File: src/rtl/sh_l.sv
// Sequential left-shift unit: debounced init capture, one bit per clock, sticky MSB-loss flag.
// Define SH_L_SAT_EN to saturate the result to all ones when a 1 was shifted out.
module sh_l #(
  parameter int unsigned WIDTH_IN  = 3,
  parameter int unsigned WIDTH_OUT = 4,
  parameter int unsigned CNT_W     = 2
) (
  input  logic                 clk,
  input  logic                 rst,
  input  logic [WIDTH_IN-1:0]  portA,
  input  logic [CNT_W-1:0]     n_sh,
  input  logic                 init_sh_l,
  output logic [WIDTH_OUT-1:0] sal_sh_l,
  output logic                 busy,
  output logic                 done,
  output logic                 ovf
);

  localparam logic [1:0] StIdle  = 2'd0;
  localparam logic [1:0] StShift = 2'd1;
  localparam logic [1:0] StDone  = 2'd2;

  localparam int unsigned PadW = WIDTH_OUT - WIDTH_IN;

  logic                 s1_q, s2_q, s3_q;
  logic                 start;
  logic [1:0]           state_q, state_d;
  logic [WIDTH_OUT-1:0] b_q, b_d;
  logic [CNT_W-1:0]     cnt_q, cnt_d;
  logic [WIDTH_OUT-1:0] sal_q, sal_d;
  logic                 ovf_q, ovf_d;
  logic [WIDTH_OUT-1:0] result;

  // Two-flop synchronizer plus one delay stage; start is the rising edge of the synced button.
  always_ff @(posedge clk or negedge rst) begin
    if (!rst) begin
      s1_q <= 1'b0;
      s2_q <= 1'b0;
      s3_q <= 1'b0;
    end else begin
      s1_q <= init_sh_l;
      s2_q <= s1_q;
      s3_q <= s2_q;
    end
  end

  assign start = s2_q & ~s3_q;

`ifdef SH_L_SAT_EN
  assign result = ovf_q ? {WIDTH_OUT{1'b1}} : b_q;
`else
  assign result = b_q;
`endif

  always_comb begin
    state_d = state_q;
    b_d     = b_q;
    cnt_d   = cnt_q;
    sal_d   = sal_q;
    ovf_d   = ovf_q;
    unique case (state_q)
      StIdle: begin
        if (start) begin
          b_d     = {{PadW{1'b0}}, portA};
          cnt_d   = n_sh;
          ovf_d   = 1'b0;
          state_d = StShift;
        end
      end
      StShift: begin
        if (cnt_q != '0) begin
          b_d   = {b_q[WIDTH_OUT-2:0], 1'b0};
          cnt_d = cnt_q - CNT_W'(1);
          if (b_q[WIDTH_OUT-1]) begin
            ovf_d = 1'b1;
          end
        end else begin
          // ovf_q already reflects the final shift here, so saturation sees it.
          sal_d   = result;
          state_d = StDone;
        end
      end
      StDone: begin
        state_d = StIdle;
      end
      default: begin
        state_d = StIdle;
      end
    endcase
  end

  always_ff @(posedge clk or negedge rst) begin
    if (!rst) begin
      state_q <= StIdle;
      b_q     <= '0;
      cnt_q   <= '0;
      sal_q   <= '0;
      ovf_q   <= 1'b0;
    end else begin
      state_q <= state_d;
      b_q     <= b_d;
      cnt_q   <= cnt_d;
      sal_q   <= sal_d;
      ovf_q   <= ovf_d;
    end
  end

  assign sal_sh_l = sal_q;
  assign ovf      = ovf_q;
  assign busy     = (state_q != StIdle);
  assign done     = (state_q == StDone);

endmodule

File: config.mk
export PLATFORM = sky130hd
export DESIGN_NAME = sh_l
export DESIGN_NICKNAME = d
export VERILOG_FILES = /design/src/rtl/sh_l.sv
export SDC_FILE = /design/constraint.sdc
export NUM_CORES = 1
export LEC_CHECK = 0
export ABC_AREA = 1
export CAP_MARGIN = 15
export CORE_MARGIN = 4
export CORE_UTILIZATION = 46
export DETAILED_ROUTE_END_ITERATION = 12
export HOLD_SLACK_MARGIN = 0.02
export PLACE_DENSITY = 0.78
export SLEW_MARGIN = 15
export SYNTH_ARGS = -nofsm -noshare
export SYNTH_HDL_FRONTEND = slang
export SYNTH_SLANG_ARGS = --single-unit
export TNS_END_PERCENT = 30
File: constraint.sdc
create_clock -name clk -period 1.3 [get_ports clk]
set_input_delay 0.39 -clock clk [delete_from_list [all_inputs] [get_ports clk]]
set_output_delay 0.39 -clock clk [all_outputs]
set_load 0.1 [all_outputs]
==> results of run 1 <==
## Yosys cell counts, drive strengths merged
library cell,number,area share
nor2,3,0.020
inv,11,0.061
dfrtp,16,0.59
nand2,30,0.18
a21oi,1,0.0074
o21ai,7,0.052
ha,1,0.018
nand3,8,0.059
nand4,1,0.0092
## worst paths after layout
kind	slack [ps]	startpoint	end	cells after the start
setup / recovery	-270	state_q[1]$_DFFE_PN0P_	busy	3
hold / removal	350	s1_q$_DFF_PN0_	s2_q$_DFF_PN0_	0
setup reg to reg	-10	state_q[0]$_DFFE_PN0P_	b_q[1]$_DFFE_PN0P_	8
hold reg to reg	350	s1_q$_DFF_PN0_	s2_q$_DFF_PN0_	0
max in group asynchronous	710	rst	b_q[1]$_DFFE_PN0P_	2
min in group asynchronous	400	rst	state_q[1]$_DFFE_PN0P_	2
## registers in the layout, indices dropped and copies added (netlist names)
register  cells
b_q           4
sal_sh_l      4
cnt_q         2
state_q       2
ovf           1
s1_q          1
s2_q          1
s3_q          1
## cell families after synthesis
logic type                 synth area share
DFF                                   0.589
AOI/OAI and AO/OA                    0.0589
adders and majority gates            0.0184
buffers and inverters                0.0608
and+or+nand+nor                       0.273
## cell type report
| cell class | instances | area [um^2] |
|---|---|---|
| Multi-Input combinational cell | 51 | 275 |
| Clock buffer | 4 | 26.3 |
| Inverter | 11 | 45.0 |
| Sequential cell | 16 | 403 |
| Timing Repair Buffer | 20 | 255 |
| Tap cell | 15 | 18.8 |
| Fill cell | 82 | 327 |
## through the flow
step	hold slack, ps	instances	setup slack (ps)	utilization
after floorplan	94.4	78	-139	-
after global routing	366	117	-301	0.758
final	353	117	-266	0.758
after CTS	356	117	-237	0.745
after global placement	333	110	68.1	0.704
after detailed placement	337	110	33.8	0.704
## per-layer routing
metal	vias up	global-route usage	wire length [um]
met4	0	0.125	42
met1	293	0.205	633
met5	-	0	0
met3	4	0.0234	57
met2	11	0.269	755
li1	293	-	-
## repair_timing
item                       CTS  global route
hold buffers                 0             0
gates resized for setup      2             6
pin swaps                    1             0
buffers inserted             3             0
setup endpoints to repair    2            11
==> summary.txt, run 1 <==
Share of cells above drive strength 1 - 0.275
Clk_lat worst skew - 300 ps
Setup violators final - 3
CTS tree - done
Worst EP arrival - 1180 ps
Vias in the first global route - 589
Actual transition at the worst max-transition pin - 200 ps
Worst path bufs/invs - 2
Worst Path Required - 910 ps
Design area - 1020 um^2
Nets - 112
Max Fclk - 639 MHz
Core area - 1350 um^2
Total negative setup slack - -513 ps
CTS sink cnt - 16
Remaining Overflow, GRT - 0
RSZ-0062 raised after global routing - yes
Num rows - 13
Worst-path clk slew - 100 ps
Layout Area Growth over Synthesis - 50.6%
Most common cell after layout, fill and taps aside - nand2_1
Minimum clock period - 1570 ps
Failing checks - negative setup slack
Seq/Total Area, Yosys - 0.589
Top Ports - 15
Antenna Cells - 0
Wirelength per Cell - 12.7 um
Largest fanout on the critical path - 3
Gr usage total - 0.169
Fin. Hold Viols - 0
Initial DRC count - 10
Delay-heaviest family, CP - flip-flops
Period utilization - 1.20
Mapped Nets - 87
Crit path launch type - flip-flop
Root Buffer - clkbuf_4
Port buffer count - 14
Status - finished with violations
Initial antenna violation count - 0
Syn_area_per_cell - 8.71 um^2
CTS Buffer Depth - 2
Vias per cell - 5.14
Fin. max-slew vios - 0
Worst hold path type - flip-flop to flip-flop
Critical path type - flip-flop to primary output
CP max stage cell - dfrtp_2
Hpwl dp - 1.05 mm
DR vias - 601
Syn Inst Count - 78
H-tree depth - 1
Mapped Area - 679 um^2
Final WL - 1.49 mm
Final Worst Setup Slack - -266 ps
GP Congestion - 0.846
Crit-path max cell delay - 450 ps
Largest net degree at the start of global routing - 17
# Max-Cap Violations - 0
First-pass GRT wire length - 2.54 mm
Yosys warns - 0
Die height - 46.4 um
Die area - 2160 um^2
Antenna-violating nets left - 0
Cell Chain, Critical Path - nor2_4 > clkinvlp_4 > buf_12
Commonest non-fill, non-tap cells in the layout - 27 x nand2_1, 14 x dfrtp_1, 10 x inv_1
Placement Cell Area - 951 um^2
Max-Slew Margin vs Limit - 0.867
Initial core utilization - 0.503
Total CTS buffers - 3
DIE WIDTH - 46.4 um
Yosys cell types - 12
Router iterations before antenna repair - 4
Synth Register Bits - 16
Clock skew - 13.3 ps
DRC viols - 0
Capturing element type of the critical path - primary output
Power of run 1 is not shown: default switching activity piles up to over one toggle a cycle in this logic, so the estimate is an artifact.
==> run 2: changes to the inputs <==
--- a/config.mk
+++ b/config.mk
@@ -12,7 +12,7 @@
 export DETAILED_ROUTE_END_ITERATION = 12
 export HOLD_SLACK_MARGIN = 0.02
 export PLACE_DENSITY = 0.78
-export SLEW_MARGIN = 15
+export SLEW_MARGIN = 30
 export SYNTH_ARGS = -nofsm -noshare
 export SYNTH_HDL_FRONTEND = slang
 export SYNTH_SLANG_ARGS = --single-unit
==> results of run 2 <==
Final layout, timing and power as in run 1 (identical DEF).
Power of run 2 is left out for the same reason.
==> run 3: changes to the inputs <==
--- a/config.mk
+++ b/config.mk
@@ -7,11 +7,13 @@
 export LEC_CHECK = 0
 export ABC_AREA = 1
 export CAP_MARGIN = 15
-export CORE_MARGIN = 4
-export CORE_UTILIZATION = 46
+export CELL_PAD_IN_SITES_DETAIL_PLACEMENT = 0
+export CELL_PAD_IN_SITES_GLOBAL_PLACEMENT = 1
+export CORE_MARGIN = 3
+export CORE_UTILIZATION = 35
 export DETAILED_ROUTE_END_ITERATION = 12
 export HOLD_SLACK_MARGIN = 0.02
-export PLACE_DENSITY = 0.78
+export PLACE_DENSITY = 0.79
 export SLEW_MARGIN = 30
 export SYNTH_ARGS = -nofsm -noshare
 export SYNTH_HDL_FRONTEND = slang
==> run 3 against run 2 <==
The flow still finishes with violations (negative setup slack). Maximum frequency rose by 1.4%. Via count fell by 9.3%. Count of clock-buffer cells in the layout did not move. First-iteration DRC count fell by 30%. Non-clock buffer count fell by 3. Die area rose by 16%. Register-to-register slack improved by 60 ps. Sequential share of layout area rose by 0.39 points.
==> summary.txt, run 3 (synthesized netlist as in run 1, its figures left out) <==
Status - finished with violations
Failing checks - negative setup slack
Placement Cell Area - 963 um^2 (+1.3%)
Largest fanout on the critical path - 4 (+1)
Die height - 50.1 um (+7.8%)
Num rows - 15 (+2)
Actual transition at the worst max-transition pin - 228 ps (+28.4 ps)
Antenna Cells - 0 (unchanged)
Delay-heaviest family, CP - flip-flops
Vias in the first global route - 540 (-8.3%)
Postcts setup bufs - 0 (-3)
Initial DRC count - 7 (-3)
Most common cell after layout, fill and taps aside - nand2_1
Worst-path clk slew - 90 ps (about the same)
DRC viols - 0 (unchanged)
Cell Chain, Critical Path - nor2_4 > clkinvlp_4 > buf_12
Largest net degree at the start of global routing - 17 (unchanged)
CTS tree - done
First-pass GRT wire length - 2.37 mm (-6.5%)
H-tree depth - 1 (unchanged)
Area of the multi-input gates - 265 um^2 (-3.6%)
Core area - 1780 um^2 (+32%)
Root Buffer - clkbuf_4
Worst Path Required - 910 ps (about the same)
Fin. max-slew vios - 0 (unchanged)
CP max stage cell - dfrtp_2
Fillers - 159 (+94%)
Hold-fix buffers, CTS - 0 (unchanged)
Commonest non-fill, non-tap cells in the layout - 26 x nand2_1, 14 x dfrtp_1, 10 x inv_1
Final WL - 1.41 mm (-5.4%)
Antenna-violating nets left - 0 (unchanged)
Clk_lat worst skew - 280 ps (-20 ps)
Wirelength per Cell - 11.4 um (-11%)
Period utilization - 1.19 (-0.0163)
GP Congestion - 0.790 (-6.7%)
Hpwl dp - 1.03 mm (-1.8%)
Min Hold Slack - 368 ps (+14.1 ps)
Max Fclk - 647 MHz (+1.4%)
Vias per cell - 4.40 (-14%)
Minimum clock period - 1540 ps (-21.2 ps)
Crit-path max cell delay - 450 ps (about the same)
Gr usage total - 0.129 (-0.0406)
Total CTS buffers - 3 (unchanged)
Sequential cell area - 403 um^2 (unchanged)
Remaining Overflow, GRT - 0 (unchanged)
Worst path bufs/invs - 2 (unchanged)
Total negative setup slack - -475 ps (+38.2 ps)
Layout Area Growth over Synthesis - 49.2%
Nets - 109 (-2.7%)
Max-Slew Margin vs Limit - 0.848 (-0.0189)
Clock skew - 1.26 ps (-12.0 ps)
CTS Buffer Depth - 2 (unchanged)
Port buffer count - 14 (unchanged)
Fin. Hold Viols - 0 (unchanged)
Router iterations before antenna repair - 6 (+2)
CTS sink cnt - 16 (unchanged)
Worst EP arrival - 1150 ps (-30 ps)
Critical path type - flip-flop to primary output
Pre-CTS WS - 51.7 ps (+17.9 ps)
Final Worst Setup Slack - -244 ps (+21.2 ps)
Design area - 1010 um^2 (-0.98%)
Initial antenna violation count - 0 (unchanged)
Share of cells above drive strength 1 - 0.253 (-0.0220)
Initial core utilization - 0.381 (-0.122)
Setup violators final - 2 (-1)
DR vias - 545 (-9.3%)
DIE WIDTH - 50.1 um (+7.8%)
Capturing element type of the critical path - primary output
Worst hold path type - flip-flop to flip-flop
Die area - 2510 um^2 (+16%)
# Max-Cap Violations - 0 (unchanged)
Top Ports - 15 (unchanged)
Crit path launch type - flip-flop
RSZ-0062 raised after global routing - yes
-- run 3: stage by stage --
stage / cells / utilization
6_report: 124 / 0.568
5_1_grt: 124 / 0.568
4_1_cts: 124 / 0.561
3_5_place_dp: 120 / 0.540
3_3_place_gp: 120 / 0.540
2_1_floorplan: 78 / -
-- run 3: worst reg2reg max path, delay by kind of cell, from the launching register on --
kind,cells,cell delay (ps)
flip-flops,1,440
AND/OR/NAND/NOR,3,410
buffers and inverters,2,210
AO/OA/AOI/OAI,1,80
-- run 3: layout make-up --
type                       instances  share of cell area
tap                               25              0.0309
multi-input combinational         51               0.262
sequential                        16               0.398
timing repair buffer              17               0.230
clock buffer                       4              0.0358
inverter                          11              0.0444
-- run 3: per-layer routing --
| metal | vias to the layer above | GRT usage | share of wire | wire length [um] |
|---|---|---|---|---|
| li1 | 284 | - | - | - |
| met1 | 245 | 0.157 | 0.46 | 653 |
| met2 | 12 | 0.200 | 0.47 | 661 |
| met3 | 4 | 0.0302 | 0.042 | 59 |
| met4 | 0 | 0.0829 | 0.024 | 34 |
| met5 | - | 0 | 0 | 0 |
-- run 3: timing repair --
action                                  4_1_cts  5_1_grt
gates cloned                                  0        0
pin swaps                                     1        1
gates resized for setup                       0        4
endpoints found under the hold margin         0        0
endpoints found under the setup margin        2       17
-- run 3: path summary, 6_finish.rpt --
kind	startpoint	endpoint	slack, ps	cells past startpoint
worst max-delay path	state_q[1]$_DFFE_PN0P_	busy	-240	3
worst min-delay path	s1_q$_DFF_PN0_	s2_q$_DFF_PN0_	370	0
worst max register to register	state_q[0]$_DFFE_PN0P_	b_q[0]$_DFFE_PN0P_	50	6
worst min register to register	s1_q$_DFF_PN0_	s2_q$_DFF_PN0_	370	0
max in group asynchronous	rst	state_q[0]$_DFFE_PN0P_	680	2
min in group asynchronous	rst	s3_q$_DFF_PN0_	420	2
Power of run 3 is left out for the same reason.
